--- src/rtl/xdisp_ctrl.sv ---
// Seven-segment display controller: signed write -> sign + 3 BCD digits, then continuous 4-digit scan.
// Latency: 11 cycles write-to-shadow (1 on overflow); writes never stall and always restart the conversion.
module xdisp_ctrl #(
    parameter int DATA_W      = 32,
    parameter int REFRESH_DIV = 50000,
    parameter int CNT_W       = 16
) (
    input  logic              clk,
    input  logic              rst,
    input  logic              sel,
    input  logic              we,
    input  logic [DATA_W-1:0] data_in,
    output logic [DATA_W-1:0] data_out,
    output logic [7:0]        Disp,
    output logic [3:0]        Disp_sel
);

    typedef enum logic [1:0] {IDLE, CONV, LOAD} state_t;

    localparam logic [CNT_W-1:0] CNT_MAX = CNT_W'(REFRESH_DIV - 1);

    state_t      state, state_nxt;
    logic        wr;
    logic [15:0] din16, mag_in;
    logic        mag_ovf;
    logic        busy, load_shadow;

    logic        sgn, ovf;
    logic [9:0]  bin;
    logic [11:0] bcd, bcd_adj;
    logic [3:0]  step;

    logic        sh_sgn, sh_ovf;
    logic [3:0]  sh_h, sh_t, sh_u;

    logic [CNT_W-1:0] cnt;
    logic [1:0]       idx;
    logic [7:0]       seg_nxt;
    logic [DATA_W-17:0] unused_hi;

    assign unused_hi = data_in[DATA_W-1:16];
    assign wr        = sel & we;
    assign din16     = data_in[15:0];
    assign mag_in    = din16[15] ? (~din16 + 16'd1) : din16;
    // -32768 negates to 16'h8000, which lands in the overflow branch naturally
    assign mag_ovf   = mag_in > 16'd999;

    function automatic logic [7:0] seg7(input logic [3:0] d);
        case (d)
            4'd0:    seg7 = 8'hC0;
            4'd1:    seg7 = 8'hF9;
            4'd2:    seg7 = 8'hA4;
            4'd3:    seg7 = 8'hB0;
            4'd4:    seg7 = 8'h99;
            4'd5:    seg7 = 8'h92;
            4'd6:    seg7 = 8'h82;
            4'd7:    seg7 = 8'hF8;
            4'd8:    seg7 = 8'h80;
            4'd9:    seg7 = 8'h90;
            default: seg7 = 8'hFF;
        endcase
    endfunction

    always_ff @(posedge clk or negedge rst) begin
        if (!rst) state <= IDLE;
        else      state <= state_nxt;
    end

    always_comb begin
        state_nxt = state;
        if (wr) begin
            state_nxt = mag_ovf ? LOAD : CONV;
        end else begin
            case (state)
                CONV:    if (step == 4'd9) state_nxt = LOAD;
                LOAD:    state_nxt = IDLE;
                default: state_nxt = IDLE;
            endcase
        end
    end

    // A write landing in LOAD supersedes the finished conversion
    always_comb begin
        busy        = (state != IDLE);
        load_shadow = (state == LOAD) && !wr;
    end

    assign data_out = {{(DATA_W-2){1'b0}}, ovf, busy};

    always_comb begin
        bcd_adj = bcd;
        for (int i = 0; i < 3; i++) begin
            if (bcd[4*i +: 4] >= 4'd5) bcd_adj[4*i +: 4] = bcd[4*i +: 4] + 4'd3;
        end
    end

    always_ff @(posedge clk or negedge rst) begin
        if (!rst) begin
            sgn  <= 1'b0;
            ovf  <= 1'b0;
            bin  <= '0;
            bcd  <= '0;
            step <= '0;
        end else if (wr) begin
            sgn  <= din16[15];
            ovf  <= mag_ovf;
            bin  <= mag_in[9:0];
            bcd  <= '0;
            step <= '0;
        end else if (state == CONV) begin
            {bcd, bin} <= {bcd_adj[10:0], bin, 1'b0};
            step       <= step + 4'd1;
        end
    end

    always_ff @(posedge clk or negedge rst) begin
        if (!rst) begin
            sh_sgn <= 1'b0;
            sh_ovf <= 1'b0;
            sh_h   <= '0;
            sh_t   <= '0;
            sh_u   <= '0;
        end else if (load_shadow) begin
            sh_sgn <= sgn;
            sh_ovf <= ovf;
            sh_h   <= bcd[11:8];
            sh_t   <= bcd[7:4];
            sh_u   <= bcd[3:0];
        end
    end

    always_ff @(posedge clk or negedge rst) begin
        if (!rst) begin
            cnt <= '0;
            idx <= '0;
        end else if (cnt == CNT_MAX) begin
            cnt <= '0;
            idx <= idx + 2'd1;
        end else begin
            cnt <= cnt + 1'b1;
        end
    end

    always_comb begin
        seg_nxt = 8'hFF;
        if (sh_ovf) begin
            seg_nxt = 8'hBF;
        end else begin
            case (idx)
                2'd0: seg_nxt = seg7(sh_u);
                2'd1: seg_nxt = (sh_h == 4'd0 && sh_t == 4'd0) ? 8'hFF : seg7(sh_t);
                2'd2: seg_nxt = (sh_h == 4'd0) ? 8'hFF : seg7(sh_h);
                default: seg_nxt = sh_sgn ? 8'hBF : 8'hFF;
            endcase
        end
    end

    // Select and segments registered together so they always refer to the same digit
    always_ff @(posedge clk or negedge rst) begin
        if (!rst) begin
            Disp     <= 8'hC0;
            Disp_sel <= 4'b1110;
        end else begin
            Disp     <= seg_nxt;
            Disp_sel <= ~(4'b0001 << idx);
        end
    end

endmodule

--- config.mk ---
export PLATFORM = sky130hd
export DESIGN_NAME = xdisp_ctrl
export DESIGN_NICKNAME = d
export VERILOG_FILES = /design/src/rtl/xdisp_ctrl.sv
export SDC_FILE = /design/constraint.sdc
export NUM_CORES = 1
export LEC_CHECK = 0
export CAP_MARGIN = 20
export CORE_MARGIN = 2
export CORE_UTILIZATION = 39
export CTS_BUF_LIST = sky130_fd_sc_hd__clkbuf_8
export DETAILED_ROUTE_END_ITERATION = 10
export PLACE_DENSITY_LB_ADDON = 0.25
export REMOVE_ABC_BUFFERS = 1
export SETUP_SLACK_MARGIN = 0.02
export SLEW_MARGIN = 20
export SYNTH_ARGS = -nofsm -noshare
export SYNTH_HDL_FRONTEND = slang
export SYNTH_SLANG_ARGS = --single-unit
export TNS_END_PERCENT = 30
--- constraint.sdc ---
create_clock -name clk -period 3.9 [get_ports clk]
set_input_delay 0.975 -clock clk [delete_from_list [all_inputs] [get_ports clk]]
set_output_delay 0.975 -clock clk [all_outputs]
set_load 0.01 [all_outputs]
# == Yosys cells after proc, flatten, opt, wreduce, memory -nomap -nowiden ==
# Memory sizes are Yosys's and may differ from the RTL's.
# Cells that the tools add are included.
# word_totals
register_bits,74
rom_bits,336
in_bits,36
out_inout_bits,44
wordCells,68
mem_count,3
# op_classes
addsub,7
n_lt_le_gt_ge,4
eq_ne,7
shifts,1
mux,20
bitwise,3
reduce_logical,8
# mem_list
name,words,width,read_ports,rd_clocked_by_memory_dff,write_ports,line,rtl
(name not given),16,7,1,0,0,49,case (d)
(name not given),16,7,1,0,0,49,
(name not given),16,7,1,0,0,49,
# ops
cell,count
$add A16 B1 Y16 const B,2
$mux W16,2
$mux W12,2
$mux W8,3
$pmux W8 S3,1
$mux W10,2
$eq A16 B16 Y1 const B,1
$gt A16 B10 Y1 const B,1
$mux W4,4
$not A16 Y16,1
$ge A4 B3 Y1 const B,3
$add A4 B2 Y4 const B,2
$logic_not A4 Y1,2
$mux W2,4
$mux W7,1
$add A4 B1 Y4 const B,1
$eq A2 B1 Y1 const B,2
$eq A2 B2 Y1 const B,2
$eq A4 B4 Y1 const B,1
$not A4 Y4,1
$reduce_bool A2 Y1,2
$shl A1 B2 Y4 const A,1
$add A3 B2 Y3 const B,1
$mux W3,1
other kinds (6),7

# == Longest topological paths before layout ==
# Gate-level depths: netlist (run 1).
# depth
word_depth,6
ltp_mapped,7

# == Worst setup path after synthesis (run 1) ==
# Ideal clock, no wire load.
# synth_timing
kind,input to register
from,input data_in[4]
to,register state[0]
arrival_time_ns,2.702
path_slack_ns,1.076
stages,6
path_buffers,1
path_cell_list,or4_1 buf_2 o41ai_1 xor2_1 a2111o_1 a32o_1
# synth_via
elab_chain_cells,6
# synth_lines
element,line,rtl
from (decl),12,"input logic [DATA_W-1:0] data_in,"
$not A16 Y16,44,assign mag_in = din16[15] ? (~din16 + 16'd1) : din16;
$add A16 B1 Y16,44,
$mux W16 *,44,
$gt A16 B10 Y1 *,46,assign mag_ovf = mag_in > 16'd999;
$mux W2 *,72,state_nxt = mag_ovf ? LOAD : CONV;
$mux W2 *,71,if (wr) begin
to (signal assigned),66,else state <= state_nxt;
to (decl),22,"state_t state, state_nxt;"
# Mark *: on every way between the ends. The rest lies on a longest branch, timed or not.
# A chain may end at the register's enable or synchronous reset.

# == Final worst setup path (run 1) ==
# layout_timing
from,input data_in[5]
to,register state[0]
# The elaborated chain is that of the path after synthesis.

==> results.toml, run 1 <==
[status]
status = "completed"

[global_routing]
antenna_found_initial = 0
grt_first_pass_wirelength_um = 15620
grt_overflow = 0
track_usage_pct = 14.85
grt_max_degree = 50
grt_pass1_vias = 3384

[drt]
drt-total-wl_um = 9170
drc = 0
drt_pre_antenna_iters = 4
dr_total_vias = 3612
viasPerCell = 5.102
drtAntennaViolNets = 0
wire_per_inst_um = 12.95
drtIter0Drc = 107

[timing]
setup_tns_ns = 0
min_period_over_period_pct = 81.69
slew_headroom_pct = 31.82
slew_violations = 0
skew_ns = 0.01181
grt_setup_unrepaired = "false"
worst_pin_slew_ns = 1.023
min_period_ns = 3.186
fmaxAchievable_ghz = 0.3139
final_hold_viol_count = 0
final-setup-viol-count = 0

[floorplanning]
die_w_um = 113.5
die_area_um2 = 12890
fp.coreArea_um2 = 11860
rows = 40
ios = 80
die_h_um = 113.5
initial_core_util_pct = 39.45

[layout]
fin_nets = 623
layout-drive-gt1-share_pct = 7.308
syn_to_final_growth_pct = 11.39
antenna_cells = 0

[synthesis]
synth_compound_area_share_pct = 13.53
synth_cells = 534
post_synth_instance_area_um2 = 4679
synth_commonest_cells = "dfrtp_1, nor2_1, nand2_1"
synth_mux_area_share_pct = 3.021
synthMostInstantiatedCell = "dfrtp_1"
yosys.area_share.simple_pct = 20.64
synth_area_per_cell_um2 = 8.763
synth_top_area_share_pct = 36.90
synth_edf_count = 0
synth_top_family_by_area = "simple AND/OR/NAND/NOR gates"
yosysTopAreaCell = "dfrtp_1"
synth_seq_area_share_pct = 39.14
synth_ff_type = "dfrtp_1"
synth_seq_cells = 73
synth-xor-area-share_pct = 5.802
synth-adder-area-share_pct = 8.289
synth_warnings = 0
synthArstFlopShare_pct = 100.0
synthTopCellsByArea = "dfrtp_1, ha_1, buf_4"
synth.distinct_cells = 56

[cts]
cts_setup_buffers = 0
cts_tree = "done"
htree_num_levels = 3
clkLatencyLatePin_ns = 0.35
ctsHoldBuffers = 0
path_clk_slew_ns = 0.08
clock-sinks = 73
cts_resized = 0
ctsLongestPathBuffers = 2
cts-root-buf = "clkbuf_8"
cts_made_buffers = 9

[hold_path]
hold_path_class = "flop to flop"

[setup_path]
end_kind = "flop"
r2r_cells = 7
crit_cells = 6
critPathArrivalTime_ns = 3.43
cp-endpoint = "state[0]"
crit_family = "compound AO/OA/AOI/OAI gates"
worst_ep_required_time_ns = 4.14
max_stage_delay_ns = 0.67
critPathKind = "input port to flop"
crit_slowest_cell = "or4_1"
setup.worst_path.start = "data_in[5]"
crit-reg2reg-launch = "sh_h[1]"
path_max_fanout = 6
critPathBufInv = 1
r2r_setup_slack_ns = 1.81
crit_path_cell_trace = "clkdlybuf4s50_1, or4_1, o41ai_1, xor2_1, a2111o_1, a32o_1"
regToRegEndpoint = "Disp[0]"
start_kind = "input port"

[run]
max-cap-violations = 0

[pwr]
irDropWorstVdd_uv = 123.3
power_density_nw_per_um2 = 343.1
power_mw = 1.788
p_leak_nw = 2.296

[place]
hpwl_um = 6693
portBuffers = 32
gp_congestion = 0.8476
==> layout make-up <==
cell class                      instances  area (um2)
Inverter                               27       101.3
Tap cell                              147       183.9
Sequential cell                        73        1832
Clock buffer                           11       151.4
Timing Repair Buffer                   39       370.4
Multi-Input combinational cell        406        2519
Clock inverter                          5       55.05
Fill cell                            1174        6649
==> layout by cell type (no fill, tap or decap), types with 11 or more instances in the layout <==
cell              n
nand2_1          54
nor2_1           55
clkdlybuf4s50_1  31
clkbuf_8         11
inv_1            28
dfrtp_1          69
nand3_1          14
conb_1           31
xor2_1           18
nor3_1           15
ha_1             31
a21oi_1          30
xnor2_1          13
o21ai_0          31
==> sequential cells by signal, indices dropped and copies added, names as in the netlist <==
signal	flops
cnt	16
bcd	12
bin	10
Disp	7
Disp_sel	4
sh_h	4
sh_t	4
sh_u	4
step	4
idx	2
state	2
ovf	1
sgn	1
sh_ovf	1
sh_sgn	1
==> per-layer routing <==
metal  wire length [um]  vias up  share of wire (%)  global-route usage, %
met2               4463       69                 49                  24.39
li1                   -     1813                  -                      -
met4                 99        0                1.1                  6.016
met1               4289     1722                 47                  19.31
met3                318        8                3.5                  2.869
met5                  0        -                  0                      0
==> logic make-up (layout without fill, tap and decap cells) <==
kind of cell / after synthesis / after routing
AO/OA/AOI/OAI: 101 / 101
XOR/XNOR: 31 / 31
adder cells (fa/ha/maj): 31 / 31
buffers and inverters: 84 / 82
flip-flops: 73 / 73
multiplexers: 13 / 13
other: 2 / 31
AND/OR/NAND/NOR: 199 / 199
==> how the worst min path moves through the flow <==
stage	startpoint	endpoint	slack, ns	depth (start not counted)
CTS	sh_sgn	Disp[6]	0.47	1
finish	sh_sgn	Disp[6]	0.45	1
global route	sh_sgn	Disp[6]	0.49	1
detailed placement	sh_ovf	Disp[6]	0.45	1
floorplan	sh_ovf	Disp[6]	0.39	1
global placement	sh_ovf	Disp[6]	0.44	1
==> stage by stage <==
stage               cell area (um2)  utilization (%)  setup WS [ns]  hold WS [ns]  cells
floorplan                      4449                -          1.093        0.3870    506
global placement               5004            42.18         0.4125        0.4446    692
detailed placement             5004            42.18         0.3904        0.4491    692
CTS                            5210            43.92         0.7610        0.4656    708
global route                   5213            43.95         0.5553        0.4877    708
finish                         5213            43.95         0.7139        0.4506    708
==> power breakdown <==
group | internal, mW | leakage [nW] | switching, mW
Clock | 0.328 | 0.107 | 0.282
Combinational | 0.140 | 1.27 | 0.171
Sequential | 0.816 | 0.920 | 0.0510
Power figures use the tool's default switching activity.
==> inputs of run 2 (changes only) <==
Clock period 3.9 ns to 2.85 ns, I/O delays scaled along.
==> run 2 against run 1 <==
- worst setup slack lost 0.56 ns
- routed wire length grew 1.9%
- critical path type unchanged
- largest cell class unchanged
- clock power grew 37%
==> results.toml, run 2 (same netlist as run 1, synthesis figures left out) <==
[status]
status = "completed"

[layout]
syn_to_final_growth_pct = 15.11
fin_nets = 645
multi_input_area_um2 = 2516
final_util_pct = 45.41
fin_cells = 730
largest_reg_flops = 16
mostFrequentLayoutCell = "dfrtp_1"
layout-drive-gt1-share_pct = 10.46
antenna_cells = 0
layout_common_cells = "dfrtp_1, nor2_1, nand2_1"
regMostFlops = "cnt"
layout_top_registers = "cnt (16), bcd (12), bin (10)"
regArea_um2 = 1832
fillCellCount = 1163

[cts]
ctsLongestPathBuffers = 2
ctsHoldBuffers = 0
cts_setup_buffers = 0
cts_resized = 0
clock-sinks = 73
cts-root-buf = "clkbuf_8"
path_clk_slew_ns = 0.07
clkLatencyLatePin_ns = 0.35
cts_tree = "done"
cts_made_buffers = 9
htree_num_levels = 3

[floorplanning]
ios = 80
fp.coreArea_um2 = 11860
die_h_um = 113.5
initial_core_util_pct = 39.45
die_w_um = 113.5
die_area_um2 = 12890
rows = 40

[timing]
fmaxAchievable_ghz = 0.3707
slew_violations = 0
setup_tns_ns = 0
final_hold_viol_count = 0
worst_slack_ns = 0.1521
final-setup-viol-count = 0
min_period_ns = 2.698
slew_headroom_pct = 28.45
grt_setup_unrepaired = "false"
skew_ns = 0.01270
worst_pin_slew_ns = 1.073
min_period_over_period_pct = 94.66

[setup_path]
max_stage_delay_ns = 0.55
end_kind = "flop"
setup.worst_path.start = "data_in[4]"
start_kind = "input port"
crit_path_cell_trace = "clkdlybuf4s50_1, or4_1, o41ai_1, xor2_1, a2111o_1, a32o_1"
r2r_setup_slack_ns = 0.76
path_max_fanout = 3
crit-reg2reg-launch = "sh_h[1]"
r2r_cells = 7
cp-endpoint = "state[0]"
crit_slowest_cell = "or4_1"
critPathKind = "input port to flop"
critPathArrivalTime_ns = 2.93
worst_ep_required_time_ns = 3.08
regToRegEndpoint = "Disp[0]"

[pwr]
p_leak_nw = 2.414
power_density_nw_per_um2 = 459.6
power_mw = 2.476
irDropWorstVdd_uv = 171.1

[drt]
drtIter0Drc = 144
drtAntennaViolNets = 0
drt-total-wl_um = 9343
drt_pre_antenna_iters = 4
viasPerCell = 5.122
wire_per_inst_um = 12.80
dr_total_vias = 3739
drc = 0

[global_routing]
antenna_found_initial = 0
grt_first_pass_wirelength_um = 15990
track_usage_pct = 15.17
grt_max_degree = 74
grt_overflow = 0
grt_pass1_vias = 3515

[run]
max-cap-violations = 0

[hold_path]
hold_path_class = "input port to async pin"

[place]
portBuffers = 32
gp_congestion = 0.8247
preCtsSetupSlack_ns = -0.1837
placed_cells = 714
hpwl_um = 6814
==> run 2: worst min path at each step <==
stage	endpoint	from	depth (start not counted)	slack, ns
2_1_floorplan	Disp[6]	sh_ovf	1	0.39
3_3_place_gp	Disp[6]	sh_sgn	1	0.43
3_5_place_dp	Disp[6]	sh_ovf	1	0.44
4_1_cts	Disp[2]	rst	2	0.39
5_1_grt	Disp[2]	rst	2	0.42
6_report	Disp[1]	rst	2	0.37
==> run 2: critical path, delay by kind of cell <==
| kind | cells | cell delay, ns |
|---|---|---|
| AO/OA/AOI/OAI | 3 | 1.09 |
| AND/OR/NAND/NOR | 1 | 0.55 |
| buffers and inverters | 1 | 0.41 |
| XOR/XNOR | 1 | 0.17 |
==> run 2: area by class of cell <==
type | instances | share of cell area [%]
clock buffers | 12 | 3.066
clock inverters | 4 | 0.7898
inverters | 27 | 1.882
multi-input cells | 406 | 46.71
flip-flops and latches | 73 | 34.01
well taps | 147 | 3.415
repair buffers | 61 | 10.13
==> run 2: where the power goes <==
part	switching, mW	internal (mW)
clock network	0.367	0.469
logic	0.241	0.212
registers	0.0697	1.12
==> run 2: per-stage QoR <==
stage                     hold WS [ns]  cell area [um2]
after CTS                       0.3919             5386
after global routing            0.4165             5386
after detailed placement        0.4379             5179
after floorplan                 0.3870             4449
after global placement          0.4342             5179
final                           0.3731             5386
==> run 2: layer usage <==
metal / vias to the layer above / part of all wire [%] / global-route usage (%) / wire length (um)
li1: 1853 / - / - / -
met1: 1779 / 46 / 18.94 / 4291
met2: 95 / 48 / 25.99 / 4521
met3: 12 / 4.3 / 3.507 / 404
met4: 0 / 1.3 / 5.041 / 126
met5: - / 0 / 0 / 0
